$ cat config.mk
export PLATFORM = sky130hd
export DESIGN_NAME = uart_rx_capture_flat
export DESIGN_NICKNAME = d
export VERILOG_FILES = /design/src/rtl/uart_rx_capture_pkg.sv /design/src/rtl/uart_rx_capture_if.sv /design/src/rtl/uart_rx_fifo.sv /design/src/rtl/uart_rx_capture.sv /design/src/flat_wrapper.sv
export SDC_FILE = /design/constraint.sdc
export NUM_CORES = 1
export LEC_CHECK = 0
export BUFFER_PORTS_ARGS = -buffer_cell sky130_fd_sc_hd__buf_2
export CAP_MARGIN = 20
export CORE_MARGIN = 8
export CORE_UTILIZATION = 30
export CTS_CLUSTER_DIAMETER = 150
export CTS_CLUSTER_SIZE = 14
export DETAILED_ROUTE_END_ITERATION = 10
export SLEW_MARGIN = 25
export SYNTH_ARGS = -nofsm -noshare
export SYNTH_HDL_FRONTEND = slang
export SYNTH_SLANG_ARGS = --single-unit
export TNS_END_PERCENT = 10
$ cat constraint.sdc
create_clock -name clock -period 9.8 [get_ports clock]
set_clock_uncertainty 0.15 [all_clocks]
set_input_delay 2.94 -clock clock [delete_from_list [all_inputs] [get_ports clock]]
set_output_delay 2.94 -clock clock [all_outputs]
set_load 0.03 [all_outputs]
$ cat src/rtl/uart_rx_capture_pkg.sv
// Shared types for the UART receive capture slice.
// Frame state encoding and character width.
package uart_pkg;

  localparam int UART_DATA_W = 8;

  typedef enum logic [2:0] {
    IDLE,
    START,
    DATA,
    PARITY,
    STOP
  } rx_state_e;

endpackage

$ cat src/rtl/uart_rx_capture_if.sv
// Byte stream handshake from the UART receiver to its consumer.
// master drives data/valid, slave answers with ready.
interface uart_rx_if;
  import uart_pkg::*;

  logic [UART_DATA_W-1:0] rx_data;
  logic                   rx_valid;
  logic                   rx_ready;

  modport master (
    output rx_data,
    output rx_valid,
    input  rx_ready
  );

  modport slave (
    input  rx_data,
    input  rx_valid,
    output rx_ready
  );

endinterface

$ cat src/rtl/uart_rx_fifo.sv
// First-word fall-through FIFO for received characters.
// Pointers carry one extra bit so full and empty are distinct.
module uart_rx_fifo #(
  parameter  int DEPTH = 8,
  parameter  int W     = 8,
  localparam int AW    = $clog2(DEPTH)
) (
  input  logic          clock,
  input  logic          resetn,
  input  logic          push,
  input  logic [W-1:0]  wdata,
  input  logic          pop,
  output logic [W-1:0]  rdata,
  output logic          full,
  output logic          empty,
  output logic [AW:0]   level
);

  logic [W-1:0] mem [DEPTH];
  logic [AW:0]  wr_ptr;
  logic [AW:0]  rd_ptr;
  logic         do_pop;
  logic         do_push;

  assign level   = wr_ptr - rd_ptr;
  assign empty   = (wr_ptr == rd_ptr);
  assign full    = (level == (AW+1)'(DEPTH));
  assign do_pop  = pop && !empty;
  // a pop in the same cycle frees the head slot for a push into a full FIFO
  assign do_push = push && (!full || do_pop);
  assign rdata   = empty ? '0 : mem[rd_ptr[AW-1:0]];

  always_ff @(posedge clock or negedge resetn) begin
    if (!resetn) begin
      wr_ptr <= '0;
      rd_ptr <= '0;
    end else begin
      if (do_push) wr_ptr <= wr_ptr + 1'b1;
      if (do_pop)  rd_ptr <= rd_ptr + 1'b1;
    end
  end

  always_ff @(posedge clock) begin
    if (do_push) mem[wr_ptr[AW-1:0]] <= wdata;
  end

endmodule

$ cat src/rtl/uart_rx_capture.sv
// UART receiver feeding a small FWFT FIFO; 8N1, or 8E1 when
// UART_RX_PARITY_EN is defined.
module uart_rx_capture
  import uart_pkg::*;
#(
  parameter  int CLKS_PER_BIT = 434,
  parameter  int FIFO_DEPTH   = 8,
  localparam int LW           = $clog2(FIFO_DEPTH) + 1
) (
  input  logic          clock,
  input  logic          resetn,
  input  logic          rxd,
  uart_rx_if.master     rx,
  output logic [LW-1:0] fifo_level,
  output logic          frame_err,
  output logic          overrun,
  output logic          parity_err,
  input  logic          err_clr
);

  localparam logic [15:0] BIT_END  = 16'(CLKS_PER_BIT - 1);
  localparam logic [15:0] HALF_END = 16'(CLKS_PER_BIT / 2 - 1);

  logic                   sync1;
  logic                   sync2;
  logic                   prev;
  rx_state_e              state;
  logic [15:0]            cnt;
  logic [2:0]             bit_cnt;
  logic [UART_DATA_W-1:0] shreg;
  logic                   fall;
  logic                   tick_half;
  logic                   tick_bit;
  logic                   commit;
  logic                   ferr_set;
  logic                   ovr_set;
  logic                   full;
  logic                   empty;

  assign fall      = prev && !sync2;
  assign tick_half = (cnt == HALF_END);
  assign tick_bit  = (cnt == BIT_END);
  assign commit    = (state == STOP) && tick_bit && sync2;
  assign ferr_set  = (state == STOP) && tick_bit && !sync2;
  assign ovr_set   = commit && full && !rx.rx_ready;

  // line idles high, so the synchroniser resets to 1
  always_ff @(posedge clock or negedge resetn) begin
    if (!resetn) begin
      sync1 <= 1'b1;
      sync2 <= 1'b1;
      prev  <= 1'b1;
    end else begin
      sync1 <= rxd;
      sync2 <= sync1;
      prev  <= sync2;
    end
  end

  always_ff @(posedge clock or negedge resetn) begin
    if (!resetn) begin
      state   <= IDLE;
      cnt     <= '0;
      bit_cnt <= '0;
      shreg   <= '0;
    end else begin
      unique case (state)
        IDLE: begin
          cnt     <= '0;
          bit_cnt <= '0;
          if (fall) state <= START;
        end
        START: begin
          if (tick_half) begin
            cnt   <= '0;
            state <= sync2 ? IDLE : DATA;
          end else begin
            cnt <= cnt + 16'd1;
          end
        end
        DATA: begin
          if (tick_bit) begin
            cnt     <= '0;
            shreg   <= {sync2, shreg[UART_DATA_W-1:1]};
            bit_cnt <= bit_cnt + 3'd1;
            if (bit_cnt == 3'd7) begin
`ifdef UART_RX_PARITY_EN
              state <= PARITY;
`else
              state <= STOP;
`endif
            end
          end else begin
            cnt <= cnt + 16'd1;
          end
        end
        PARITY: begin
          if (tick_bit) begin
            cnt   <= '0;
            state <= STOP;
          end else begin
            cnt <= cnt + 16'd1;
          end
        end
        STOP: begin
          if (tick_bit) begin
            cnt   <= '0;
            state <= IDLE;
          end else begin
            cnt <= cnt + 16'd1;
          end
        end
        default: state <= IDLE;
      endcase
    end
  end

  // a new error wins over a clear in the same cycle
  always_ff @(posedge clock or negedge resetn) begin
    if (!resetn) begin
      frame_err <= 1'b0;
      overrun   <= 1'b0;
    end else begin
      if (err_clr)  frame_err <= 1'b0;
      if (ferr_set) frame_err <= 1'b1;
      if (err_clr)  overrun   <= 1'b0;
      if (ovr_set)  overrun   <= 1'b1;
    end
  end

`ifdef UART_RX_PARITY_EN
  logic par_set;

  assign par_set = (state == PARITY) && tick_bit && (sync2 != ^shreg);

  always_ff @(posedge clock or negedge resetn) begin
    if (!resetn) begin
      parity_err <= 1'b0;
    end else begin
      if (err_clr) parity_err <= 1'b0;
      if (par_set) parity_err <= 1'b1;
    end
  end
`else
  assign parity_err = 1'b0;
`endif

  uart_rx_fifo #(
    .DEPTH (FIFO_DEPTH),
    .W     (UART_DATA_W)
  ) u_fifo (
    .clock  (clock),
    .resetn (resetn),
    .push   (commit),
    .wdata  (shreg),
    .pop    (rx.rx_ready),
    .rdata  (rx.rx_data),
    .full   (full),
    .empty  (empty),
    .level  (fifo_level)
  );

  assign rx.rx_valid = !empty;

endmodule

$ cat src/flat_wrapper.sv
// flat-port wrapper written by rule: the top's interface ports become plain ports
module uart_rx_capture_flat import uart_pkg::*;
#(
  parameter  int CLKS_PER_BIT = 434,
  parameter  int FIFO_DEPTH   = 8,
  localparam int LW           = $clog2(FIFO_DEPTH) + 1
)
  (clock, resetn, rxd, fifo_level, frame_err, overrun, parity_err, err_clr, rx_rx_data, rx_rx_valid, rx_rx_ready);
  uart_rx_if rx_i ();
  input  logic clock;
  input  logic resetn;
  input  logic rxd;
  output logic [LW-1:0] fifo_level;
  output logic frame_err;
  output logic overrun;
  output logic parity_err;
  input  logic err_clr;
  output wire logic [$bits(rx_i.rx_data)-1:0] rx_rx_data;
  output wire logic [$bits(rx_i.rx_valid)-1:0] rx_rx_valid;
  input wire logic [$bits(rx_i.rx_ready)-1:0] rx_rx_ready;
  assign rx_rx_data = rx_i.rx_data;
  assign rx_rx_valid = rx_i.rx_valid;
  assign rx_i.rx_ready = rx_rx_ready;
  uart_rx_capture #(.CLKS_PER_BIT(CLKS_PER_BIT), .FIFO_DEPTH(FIFO_DEPTH)) u_core (.clock(clock), .resetn(resetn), .rxd(rxd), .rx(rx_i), .fifo_level(fifo_level), .frame_err(frame_err), .overrun(overrun), .parity_err(parity_err), .err_clr(err_clr));
endmodule
==> out/metrics.csv <==
metric,value,unit
status,"finished, final reports clean",
Max-slew headroom,0.4448,
layout cell share with drive strength beyond 1,0.2006,
Cells after Synth,332,
largest family of logic cells by synthesized area,simple AND/OR/NAND/NOR gates,
worst slew pin tran,0.8329,ns
Final Non-Filler Cells,547,
Initial Util,0.3067,
clk_lat worst skew,0.35,ns
Final min period,5.889,ns
Placed Cells,531,
TritonCTS Buffers,9,
asr flop ratio synth,0.4019,
hold crit path type,flip-flop to flip-flop,
Longest Clk Path Bufs,2,
Vias,2615,
post-synthesis cell area,4663,µm²
CTS clock-pin slew for the worst setup and hold paths,0.07,ns
"Max FO, Critical Path",19,
pin count of the biggest net entering global routing,44,
grt ovf,0,
first-pass GRT wire length,14.04,mm
core area,15200,µm²
DRT Pass-1 Iters,6,
Max-Cap Viols,0,
"most common cell after layout, fill and taps aside",edfxtp_1,
diodes inserted,0,
final WL,8.273,mm
CTS sink cnt,107,
initial drt markers,102,
Routability Congestion,0.7850,
Final TNS setup,0,ns
Final Setup Violations,0,
Ys Warns,0,
number of global-route vias before repair,2752,
Final ANT Viol Nets,0,
reg2reg setup slack,6.46,ns
Mapped Nets,348,
period utilization,0.6009,
"Hold-fix buffers, CTS",0,
CTS tree,done,
Cell Rows,45,
post-synthesis sequential area ratio,0.6437,
Die Width,140.7,µm
xor/xnor share of the synthesized area,0.03944,
Synth cell types,49,
Residual DRC,0,
clock root cell,clkbuf_16,
hold path endpoint,u_core.sync2$_DFF_PN1_,
Total GRT Usage,0.08988,
# IOs,21,
syn_area_per_cell,14.05,µm²
Fmax achieved,169.8,MHz
synthesized flop and latch total,107,
I/O Buffers,19,
CP arrival,2.80,ns
Slew Limit Fails,0,
area grow syn2layout,12.26,%
placed cell area,4956,µm²
initial antenna violation count,0,
Synth Area in Simple Gates,0.1312,
worst path required time,6.71,ns
Setup Slack @ Placement,4.264,ns
kind of end point of the critical path,output pin,
HP Start,u_core.sync1$_DFF_PN1_,
post-CTS sizing,0,
"EDFF count, synth",64,
"Max stage delay cell, worst path",dfrtp_1,
Critical Path Start Type,flip-flop,
vias per cell,4.781,
Die ar.,19790,µm²
Avg WL per Cell,15.12,µm
Post-CTS Setup Bufs,0,
Hold Crit Depth,0,
Worst Reg-to-Reg Cells,7,
"final std cell area, no fill",5235,µm²
Layout Nets,370,
Lkg Pwr,2.126,nW
DP Wirelength,5.799,mm
PD cells,203.6,nW/µm²
most frequent cells in the layout,"edfxtp_1 (64), dfrtp_1 (39), nand2_1 (30), nor2_1 (30), buf_2 (18)",
ys flop type,edfxtp_1,
Die Ht,140.7,µm
Critical R2R Capture,u_core.u_fifo.mem[3][5]$_DFFE_PP_,
"Hold Violations, Final",0,
mux cell area share after synthesis,0.09874,
CP peak stage delay,0.89,ns
CTS H-tree lvls,3,
Synth Area in Compound Gates,0.03300,
Setup WS post-layout,3.911,ns
"Critical Path, Cell by Cell",inv_1 > ha_1 > nand3_1 > nor2_1 > a21oi_1 > buf_2,
Setup CP Type,flip-flop to output pin,
VDD IR max,84.47,µV
RSZ-0062 raised after global routing,false,
Adder-Cell Fraction of Synth Area,0.03112,
FF-to-FF Start,u_core.u_fifo.rd_ptr[1]$_DFFE_PN0P_,
FILL cells,1479,
## per-layer routing
layer | track usage | wire [µm]
met5 | 0 | 0
met3 | 0.02802 | 317
met2 | 0.1474 | 3953
met1 | 0.1076 | 3858
met4 | 0.03733 | 143
## power by group
part / internal [mW] / switching, mW
registers: 0.491 / 0.0593
clock network: 0.176 / 0.161
logic: 0.0772 / 0.101
## cell usage after synthesis (2+ instances only)
cell type / count / area (µm²)
edfxtp_1: 64 / 1922
mux4_2: 16 / 360.4
xor2_1: 8 / 70.07
or3b_2: 3 / 26.28
clkbuf_1: 5 / 18.77
or3_1: 2 / 12.51
buf_4: 2 / 15.01
or4_4: 2 / 22.52
xnor2_1: 13 / 113.9
nand3_1: 16 / 80.08
nand2b_1: 4 / 25.02
and4_1: 2 / 17.52
nor2_1: 30 / 112.6
and3_1: 2 / 12.51
and2_2: 2 / 15.01
dfstp_2: 3 / 78.83
nand4_1: 5 / 31.28
nor2b_1: 3 / 18.77
nor3_1: 7 / 35.03
nor4_1: 3 / 18.77
ha_1: 10 / 125.1
nand4b_1: 2 / 17.52
dfrtp_1: 40 / 1001
inv_1: 12 / 45.04
a21oi_1: 11 / 55.05
mux2_2: 7 / 78.83
o21ai_0: 7 / 35.03
nand2_1: 30 / 112.6
## worst max-delay path by stage
stage / startpoint / to / cells past startpoint
2_1_floorplan: u_core.u_fifo.rd_ptr[1]$_DFFE_PN0P_ / rx_rx_data[0] / 7
3_3_place_gp: u_core.u_fifo.rd_ptr[1]$_DFFE_PN0P_ / rx_rx_data[3] / 6
3_5_place_dp: u_core.u_fifo.rd_ptr[1]$_DFFE_PN0P_ / rx_rx_data[0] / 6
4_1_cts: u_core.u_fifo.rd_ptr[1]$_DFFE_PN0P_ / rx_rx_data[0] / 6
5_1_grt: u_core.u_fifo.rd_ptr[2]$_DFFE_PN0P_ / rx_rx_data[2] / 6
6_report: u_core.u_fifo.rd_ptr[1]$_DFFE_PN0P_ / rx_rx_data[0] / 6
## flip-flops by register name, indices dropped and copies added, names as in the netlist
register / count
u_core.prev: 1
u_core.u_fifo.rd_ptr: 4
u_core.u_fifo.wr_ptr: 4
u_core.sync2: 1
u_core.bit_cnt: 3
u_core.cnt: 16
u_core.frame_err: 1
u_core.shreg: 8
u_core.sync1: 1
u_core.state: 3
u_core.u_fifo.mem: 64
u_core.overrun: 1
## area by class of cell
cell class | instances | area, µm² | area share
clock inverters | 5 | 43.79 | 0.008365
clock buffers | 11 | 232.7 | 0.04446
multi-input cells | 202 | 1559 | 0.2978
well taps | 188 | 235.2 | 0.04493
repair buffers | 21 | 112.6 | 0.02151
inverters | 13 | 48.80 | 0.009321
flip-flops and latches | 107 | 3003 | 0.5736
## cell families (layout without fill, tap and decap cells)
group                      count (synthesis)  count (layout)
adders and majority gates                 11              11
AOI/OAI and AO/OA                         26              26
buffers and inverters                     23              50
DFF                                      107             107
other                                      1               1
muxes                                     25              25
and+or+nand+nor                          118             118
xor gates and xnor gates                  21              21
## worst max-delay path: cells and delay by family, from the launching register on
family	cells	cell delay [ns]
buf+inv	2	0.45
simple gates	2	0.64
fa+ha+maj	1	0.36
compound gates	1	0.11
flops	1	0.89
## metrics by stage
stage | hold WS, ns | total power [mW] | util
after floorplan | 0.1952 | 0.6928 | -
after global placement | 0.1978 | 0.7348 | 0.3259
after detailed placement | 0.1996 | 0.7412 | 0.3260
after CTS | 0.2091 | 1.081 | 0.3442
after global routing | 0.2143 | 1.122 | 0.3444
final | 0.2076 | 1.066 | 0.3444
Power figures use the tool's default switching activity.
